### src/rtl/oven_ctrl_param.sv
// Parametrised oven controller: 1 Hz tick, MM:SS wall clock, temperature model
// and preheat/bake/done sequencing, driving four BCD display digits.
module oven_ctrl_param #(
    parameter int CLK_HZ    = 50_000_000,
    parameter int TEMP_W    = 11,
    parameter int TEMP_MIN  = 60,
    parameter int TEMP_MAX  = 900,
    parameter int TEMP_STEP = 10,
    parameter int TEMP_INIT = 300,
    parameter int HEAT_RATE = 2,
    parameter int COOL_RATE = 1,
    parameter int TIME_STEP = 60,
    parameter int TIME_MAX  = 3600
) (
    input  logic       clk,
    input  logic       rst,
    input  logic       power,
    input  logic       sel_time,
    input  logic       btn_up,
    input  logic       btn_down,
    input  logic       btn_start,
    output logic       heater,
    output logic       done,
    output logic [2:0] state,
    output logic [3:0] bcd3,
    output logic [3:0] bcd2,
    output logic [3:0] bcd1,
    output logic [3:0] bcd0
);
    typedef enum logic [2:0] {
        S_OFF  = 3'd0,
        S_SET  = 3'd1,
        S_PRE  = 3'd2,
        S_BAKE = 3'd3,
        S_DONE = 3'd4
    } state_t;

    localparam int CNT_W  = (CLK_HZ > 1) ? $clog2(CLK_HZ) : 1;
    localparam int TIME_W = ($clog2(TIME_MAX + 1) > 12) ? $clog2(TIME_MAX + 1) : 12;
    localparam int DV_W   = 16;

    localparam logic [CNT_W-1:0]  CNT_LAST = CNT_W'(CLK_HZ - 1);
    localparam logic [TEMP_W-1:0] T_MIN    = TEMP_W'(TEMP_MIN);
    localparam logic [TEMP_W-1:0] T_MAX    = TEMP_W'(TEMP_MAX);
    localparam logic [TEMP_W-1:0] T_STEP   = TEMP_W'(TEMP_STEP);
    localparam logic [TEMP_W-1:0] T_INIT   = TEMP_W'(TEMP_INIT);
    localparam logic [TEMP_W-1:0] T_HEAT   = TEMP_W'(HEAT_RATE);
    localparam logic [TEMP_W-1:0] T_COOL   = TEMP_W'(COOL_RATE);
    localparam logic [TIME_W-1:0] B_STEP   = TIME_W'(TIME_STEP);
    localparam logic [TIME_W-1:0] B_MAX    = TIME_W'(TIME_MAX);
    localparam logic [TIME_W-1:0] W_LAST   = TIME_W'(3599);

    state_t              fsm, fsm_nxt;
    logic [CNT_W-1:0]    cnt;
    logic                tick;
    logic [TIME_W-1:0]   wall;
    logic [TEMP_W-1:0]   target, target_nxt;
    logic [TIME_W-1:0]   bake, bake_nxt;
    logic [TIME_W-1:0]   remain, remain_nxt;
    logic [TEMP_W-1:0]   temp;
    logic [TEMP_W:0]     heat_sum;
    logic [TEMP_W-1:0]   temp_up, temp_dn;
    logic                cur_up, cur_dn, cur_st;
    logic                prev_up, prev_dn, prev_st;
    logic                up_e, dn_e, st_e, inc, dec;
    logic                time_mode;
    logic [DV_W-1:0]     dval, mins, secs;
    logic [3:0]          d3, d2, d1, d0;

    assign tick = (cnt == CNT_LAST);
    assign up_e = cur_up & ~prev_up;
    assign dn_e = cur_dn & ~prev_dn;
    assign st_e = cur_st & ~prev_st;
    assign inc  = up_e & ~dn_e;
    assign dec  = dn_e & ~up_e;

    always_comb begin
        fsm_nxt    = fsm;
        target_nxt = target;
        bake_nxt   = bake;
        remain_nxt = remain;
        unique case (fsm)
            S_OFF: if (power) fsm_nxt = S_SET;
            S_SET: begin
                if (inc && !sel_time)
                    target_nxt = (target > T_MAX - T_STEP) ? T_MAX : target + T_STEP;
                if (dec && !sel_time)
                    target_nxt = (target < T_MIN + T_STEP) ? T_MIN : target - T_STEP;
                if (inc && sel_time)
                    bake_nxt = (bake > B_MAX - B_STEP) ? B_MAX : bake + B_STEP;
                if (dec && sel_time)
                    bake_nxt = (bake < B_STEP) ? '0 : bake - B_STEP;
                if (st_e && bake != '0) begin
                    fsm_nxt    = S_PRE;
                    remain_nxt = bake;
                end
            end
            S_PRE: if (temp >= target) fsm_nxt = S_BAKE;
            S_BAKE: begin
                if (tick) begin
                    remain_nxt = (remain == '0) ? '0 : remain - 1'b1;
                    if (remain <= TIME_W'(1)) fsm_nxt = S_DONE;
                end
            end
            S_DONE: if (st_e) fsm_nxt = S_SET;
            default: fsm_nxt = S_OFF;
        endcase
        // power-off wins from every state and abandons any bake in progress
        if (!power) begin
            fsm_nxt    = S_OFF;
            remain_nxt = '0;
        end
    end

    assign heat_sum = {1'b0, temp} + {1'b0, T_HEAT};
    assign temp_up  = (heat_sum > {1'b0, T_MAX}) ? T_MAX : heat_sum[TEMP_W-1:0];
    assign temp_dn  = (temp < T_MIN + T_COOL) ? T_MIN : temp - T_COOL;

    always_comb begin
        time_mode = 1'b1;
        dval      = '0;
        unique case (fsm)
            S_SET: begin
                time_mode = sel_time;
                dval      = sel_time ? DV_W'(bake) : DV_W'(target);
            end
            S_PRE: begin
                time_mode = 1'b0;
                dval      = DV_W'(temp);
            end
            S_BAKE:  dval = DV_W'(remain);
            S_DONE:  dval = '0;
            default: dval = DV_W'(wall);
        endcase
        mins = dval / DV_W'(60);
        secs = dval % DV_W'(60);
        if (time_mode) begin
            d3 = 4'(mins / DV_W'(10));
            d2 = 4'(mins % DV_W'(10));
            d1 = 4'(secs / DV_W'(10));
            d0 = 4'(secs % DV_W'(10));
        end else begin
            d3 = 4'd0;
            d2 = 4'(dval / DV_W'(100));
            d1 = 4'((dval / DV_W'(10)) % DV_W'(10));
            d0 = 4'(dval % DV_W'(10));
        end
    end

    always_ff @(posedge clk or posedge rst) begin
        if (rst) begin
            fsm     <= S_OFF;
            cnt     <= '0;
            wall    <= '0;
            target  <= T_INIT;
            bake    <= '0;
            remain  <= '0;
            temp    <= T_MIN;
            cur_up  <= 1'b0;
            cur_dn  <= 1'b0;
            cur_st  <= 1'b0;
            prev_up <= 1'b0;
            prev_dn <= 1'b0;
            prev_st <= 1'b0;
            heater  <= 1'b0;
            done    <= 1'b0;
            state   <= 3'd0;
            bcd3    <= 4'd0;
            bcd2    <= 4'd0;
            bcd1    <= 4'd0;
            bcd0    <= 4'd0;
        end else begin
            fsm     <= fsm_nxt;
            cnt     <= tick ? '0 : cnt + 1'b1;
            target  <= target_nxt;
            bake    <= bake_nxt;
            remain  <= remain_nxt;
            cur_up  <= btn_up;
            cur_dn  <= btn_down;
            cur_st  <= btn_start;
            prev_up <= cur_up;
            prev_dn <= cur_dn;
            prev_st <= cur_st;
            if (tick) begin
                wall <= (wall == W_LAST) ? '0 : wall + 1'b1;
                temp <= heater ? temp_up : temp_dn;
            end
            heater  <= (fsm == S_PRE || fsm == S_BAKE) && (temp < target);
            done    <= (fsm == S_DONE);
            state   <= fsm;
            bcd3    <= d3;
            bcd2    <= d2;
            bcd1    <= d1;
            bcd0    <= d0;
        end
    end
endmodule

### config.mk
export PLATFORM = sky130hd
export DESIGN_NAME = oven_ctrl_param
export DESIGN_NICKNAME = d
export VERILOG_FILES = /design/src/rtl/oven_ctrl_param.sv
export SDC_FILE = /design/constraint.sdc
export NUM_CORES = 1
export LEC_CHECK = 0
export BUFFER_PORTS_ARGS = -buffer_cell sky130_fd_sc_hd__buf_4
export CAP_MARGIN = 15
export CORE_UTILIZATION = 70
export DETAILED_ROUTE_END_ITERATION = 16
export PLACE_DENSITY = 0.95
export SKIP_CTS_REPAIR_TIMING = 1
export SYNTH_ARGS = -nofsm -noshare
export SYNTH_HDL_FRONTEND = slang
export SYNTH_SLANG_ARGS = --single-unit
### constraint.sdc
create_clock -name clk -period 14.07 [get_ports clk]
set_input_delay 2.1105 -clock clk [delete_from_list [all_inputs] [get_ports clk]]
set_output_delay 2.1105 -clock clk [all_outputs]
set_load 0.01 [all_outputs]
==> impl_metrics.toml, run 1 <==
[run_status]
run_status = "finished clean"

[sta]
rsz0062_at_grt = "no"
setup_tns_ns = 0
slew_headroom_pct = 29.3
hold_viol_final = 0
fmax_ghz = 0.116
final_max_slew_viol_count = 0
fin_worst_skew_ns = 0.00876
fin_crit_sh_pct = 61.2
period_needed_ns = 8.61
setup_ws_ns = 5.46
setup_viol = 0
worst_pin_slew_ns = 1.06
hold_slack_ns = 0.377

[floorplan]
core-area_um2 = 15100
io_pins = 28
die_h_um = 126
start_util_pct = 71.3
num_rows = 45
dieArea_um2 = 15900
die_x_um = 126

[global_route]
track_usage_pct = 37.7
grt_pass1_wl_um = 48700
grt_max_degree = 76
grt_pass1_vias = 10000
antenna_found_initial = 0
overflow = 0

[routing]
drtIter0Drc = 1579
vias = 11000
drtPass1Iterations = 6
antenna_left = 0
wl_per_cell_um = 19.3
drc = 0
routed_wl_um = 29600
viasPerCell = 7.14

[synth]
synth.distinct_cells = 113
synth_edf_count = 0
syn-num-nets = 1431
synthesis.area_um2 = 10800
synth_flop_cell = "dfrtp_1"
ys_ff_latch = 111
synth.area.top_cells = "dfrtp_1 (24%), a21oi_1 (5.2%), nor2_1 (4.7%)"
yosysMostFrequentCell = "nor2_1"
synth_top_area_share_pct = 23.9
ys_seq_area_share_pct = 25.8
avgSynthCellArea_um2 = 7.80
ys_top_cells_by_count = "nor2_1 (136), nand2_1 (125), a21oi_1 (113)"
async_reset_ff_share_pct = 100
synth-warning-count = 0
syn_inst = 1385
yosys.area.top_type = "dfrtp_1"

[worst_setup_path]
required_ns = 14.32
r2r_start = "fsm[0]"
r2r-end = "bcd0[3]"
crit_end = "bcd0[3]"
cp-end-kind = "flip-flop"
arrival_ns = 8.86
crit_fanout = 24
reg2regPathDepth = 26
reg2reg_setup_slack_ns = 6.15
startpoint_type = "primary input"
crit_type = "in2reg"
crit_path_start = "sel_time"

[finish]
nets = 1389
fillers = 1090
antenna_cells = 0
drive_gt1_share_pct = 9.94
syn_to_final_growth_pct = 3.57
finalNonFillerCells = 1536

[clock_tree]
insertion_delay_ns = 0.37
cts_buffers = 9
cts_tree = "done"
clk_pin_slew_ns = 0.08
clock-sinks = 111
htree_levels = 3
cts.root.buffer_cell = "clkbuf_16"
cts.path.max_buffers = 2

[hold_path]
min_path_type = "reg2reg"

[placed_design]
dp_hpwl_um = 21100
finalWeightedCongestion = 1.02
placed_cells = 1519
dp_slack_ns = 5.25
port_buffers = 27

[job]
cap_viol_max_count = 0
[routing by layer]
metal	wire, um	up-vias	global-route usage, %
met4	878	0	14.3
met2	13400	699	60.0
met5	0	-	0
met3	3300	97	7.14
met1	12000	5151	51.0
li1	-	5021	-
[flip-flops by register name, indices dropped and copies added (netlist names), 3 cells and up]
signal and count:
bcd3 4, bake 10, wall 12, remain 12, cnt 26, bcd0 4
target 10, bcd2 4, state 3, bcd1 4, temp 11, fsm 3
[worst min-delay path by stage]
| stage | cells after the start | to | start |
|---|---|---|---|
| after CTS | 0 | prev_up | cur_up |
| after global routing | 0 | prev_up | cur_up |
| after detailed placement | 0 | prev_up | cur_up |
| final | 0 | prev_up | cur_up |
| after global placement | 0 | prev_up | cur_up |
| after floorplan | 0 | prev_up | cur_up |
[worst max-delay path: stages]
cell,delay [ns]
buf_4,0.21
and4bb_4,0.31
o2bb2ai_1,0.17
o22a_1,0.84
o211ai_1,0.23
a21oi_1,0.37
o21ai_1,0.13
a21oi_1,0.33
a211oi_2,0.14
or3_1,0.40
a21oi_2,0.20
ha_1,0.23
a21boi_1,0.21
nand3_1,0.14
or4_4,0.57
a31oi_1,0.23
o21a_1,0.25
mux2i_1,0.14
a221oi_4,0.47
nor2_2,0.09
mux2_4,0.33
a221oi_2,0.26
ha_1,0.18
and4b_1,0.19
xor2_1,0.14
[cells in the final DEF (no fill, tap or decap), drive strengths merged, types with 7 or more instances in the layout]
cell type / instances
a211oi: 20
nand3: 57
inv: 52
o22ai: 25
buf: 36
and2: 21
xnor2: 53
xor2: 28
a31oi: 30
or3: 18
a21oi: 115
nand2: 126
o21a: 13
o211ai: 17
nor2: 140
nand4: 12
a22oi: 15
dfrtp: 103
mux2i: 25
a21o: 13
o31ai: 13
ha: 39
nor3: 38
nand2b: 16
clkbuf: 10
nor3b: 7
o21ai: 118
and3: 20
a2111oi: 8
dfstp: 8
a221oi: 12
nor4: 12
nor2b: 12
[stage by stage]
step | area [um2] | util (%)
after floorplan | 10800 | -
after global placement | 10900 | 71.8
after detailed placement | 10900 | 71.8
after CTS | 11200 | 73.8
after global routing | 11200 | 73.9
final | 11200 | 73.9
[cell type report]
type | count | area, um2 | area share [%]
Sequential cell | 111 | 2790 | 24.9
Multi-Input combinational cell | 1137 | 7400 | 66.2
Tap cell | 188 | 235 | 2.10
Clock inverter | 7 | 81.3 | 0.727
Timing Repair Buffer | 37 | 278 | 2.48
Clock buffer | 9 | 225 | 2.01
Inverter | 47 | 179 | 1.60
[cells by family after synthesis]
group           Yosys count  synth area share (%)
compound gates          469                  29.6
xor+xnor                 81                  6.78
fa+ha+maj                44                  4.99
buf+inv                 137                  5.80
flops                   111                  25.8
mux                      30                  2.91
simple gates            513                  24.1
Power of run 1 is left out: the tool's default activity adds up to more than one toggle a clock period on the data nets, which glitch-free logic cannot reach.
==> run 2, diff against run 1 <==
- ABC_AREA: default -> 1
- CORE_UTILIZATION: 70 -> 58
- PLACE_DENSITY: 0.95 -> 0.85
- clock period: 14.07 -> 7 ns (I/O delays scaled with it)
==> impl_metrics.toml, run 2 <==
[synth]
synth.distinct_cells = 65
synth_top_family_by_area = "simple AND/OR/NAND/NOR gates"
synthesis.area_um2 = 10400
muxShareOfSynthArea_pct = 0.108
yosysMostFrequentCell = "nand2_1"
yosys.area.top_type = "dfrtp_1"
synth_compound_area_share_pct = 15.3
yosys.area_share.adder_pct = 4.93
yosys.area_share.simple_pct = 36.8
syn-num-nets = 1601
synth-warning-count = 0
synth_top_area_share_pct = 24.8
synth_flop_cell = "dfrtp_1"
synth_xor_xnor_area_share_pct = 5.59
syn_inst = 1553
avgSynthCellArea_um2 = 6.70
ys_top_cells_by_count = "nand2_1 (327), inv_1 (204), nor2_1 (147)"
synth_edf_count = 0
ys_seq_area_share_pct = 26.8
async_reset_ff_share_pct = 100
synth.area.top_cells = "dfrtp_1 (25%), nand2_1 (12%), inv_1 (7.4%)"
ys_ff_latch = 111

[placed_design]
port_buffers = 27
dp_hpwl_um = 19200
place_area_um2 = 10900
finalWeightedCongestion = 0.940

[run_status]
violations = "setup timing"
run_status = "finished with violations"

[worst_setup_path]
cp.buffers_inverters = 13
startpoint_type = "primary input"
reg2reg_setup_slack_ns = -0.03
path_delay_family = "simple AND/OR/NAND/NOR gates"
crit_end = "bcd1[3]"
reg2regPathDepth = 54
crit_cells = 55
arrival_ns = 7.47
required_ns = 7.31
cp_common_cell = "nand2_1"
slowest_stage = "a21oi_1"
crit_path_start = "sel_time"
crit_fanout = 8
slowest_delay_ns = 0.24
r2r_start = "fsm[2]"
cp-end-kind = "flip-flop"
r2r-end = "bcd1[3]"
crit_type = "in2reg"

[finish]
regMostFlops = "cnt"
drive_gt1_share_pct = 21.0
fillers = 1360
antenna_cells = 0
finish.utilization_pct = 68.6
largest_register_ffs = 26
final_cell_mix = "nand2_1 (304), inv_1 (200), nor2_1 (142)"
reg_top3 = "cnt (26), remain (12), wall (12)"
syn_to_final_growth_pct = 14.8
final_cell_area_um2 = 12000
nets = 1666
final_common_cell = "nand2_1"

[clock_tree]
cts_tree = "done"
clk_pin_slew_ns = 0.09
htree_levels = 3
insertion_delay_ns = 0.38
cts.path.max_buffers = 2
clock-sinks = 111
cts.root.buffer_cell = "clkbuf_16"
cts_buffers = 9

[global_route]
overflow = 0
grt_pass1_vias = 9291
track_usage_pct = 28.6
antenna_found_initial = 0
grt_pass1_wl_um = 42800
grt_max_degree = 61

[sta]
setup_tns_ns = -0.162
slew_headroom_pct = 44.9
fmax_ghz = 0.140
fin_worst_skew_ns = 0.0165
fin_crit_sh_pct = 102
period_needed_ns = 7.16
worst_pin_slew_ns = 0.821
final_max_slew_viol_count = 0
hold_viol_final = 0
setup_viol = 1
setup_ws_ns = -0.162

[floorplan]
dieArea_um2 = 18500
die_h_um = 136
num_rows = 48
io_pins = 28
die_x_um = 136
core-area_um2 = 17400
start_util_pct = 59.8

[job]
cap_viol_max_count = 0

[routing]
drtPass1Iterations = 6
viasPerCell = 5.77
drtIter0Drc = 1081
wl_per_cell_um = 15.0
vias = 10700
antenna_left = 0
drc = 0
routed_wl_um = 27700

[hold_path]
min_path_type = "reg2reg"
run 2: changes by cell type in the layout (fill, tap and decap cells not counted), sizes merged, moves of 25 or more:
cell and delta:
inv +198, a21oi -41, nand3 +72, xnor2 -43, xor2 +25, nor2 +36
mux2i -25, buf +42, nand2 +262
run 2: stage by stage:
step,cells,worst slack (ns),hold WS (ns)
2_1_floorplan,1553,0.575,0.354
3_3_place_gp,1801,0.181,0.357
3_5_place_dp,1801,-0.147,0.364
4_1_cts,1817,0.221,0.382
5_1_grt,1848,-0.433,0.388
6_report,1848,-0.162,0.380
run 2: layout make-up:
cell class | instances | area (um2) | area share [%]
inverters | 255 | 983 | 8.23
repair buffers | 79 | 613 | 5.13
multi-input cells | 1162 | 6980 | 58.4
clock buffers | 10 | 229 | 1.92
clock inverters | 6 | 75.1 | 0.628
well taps | 225 | 282 | 2.36
flip-flops and latches | 111 | 2790 | 23.3
run 2: per-layer routing:
layer	track usage (%)	up-vias	part of all wire [%]	wire length [um]
met5	0	-	0	0
met4	8.40	0	2.1	571
met3	3.91	53	6.3	1750
met2	47.0	412	48	13300
met1	39.0	4975	44	12100
li1	-	5231	-	-
run 2: how the worst min path moves through the flow:
stage / end / from / slack (ns) / depth (start not counted)
global route: prev_dn / cur_dn / 0.39 / 0
floorplan: prev_st / cur_st / 0.35 / 0
global placement: prev_st / cur_st / 0.36 / 0
finish: prev_st / cur_st / 0.38 / 0
detailed placement: prev_st / cur_st / 0.36 / 0
CTS: prev_st / cur_st / 0.38 / 0
run 2: cells by family after synthesis:
family	count (synthesis)
adder cells (fa/ha/maj)	41
AND/OR/NAND/NOR	789
flip-flops	111
buffers and inverters	280
multiplexers	1
AO/OA/AOI/OAI	268
XOR/XNOR	63
Power of run 2 is left out for the same reason.
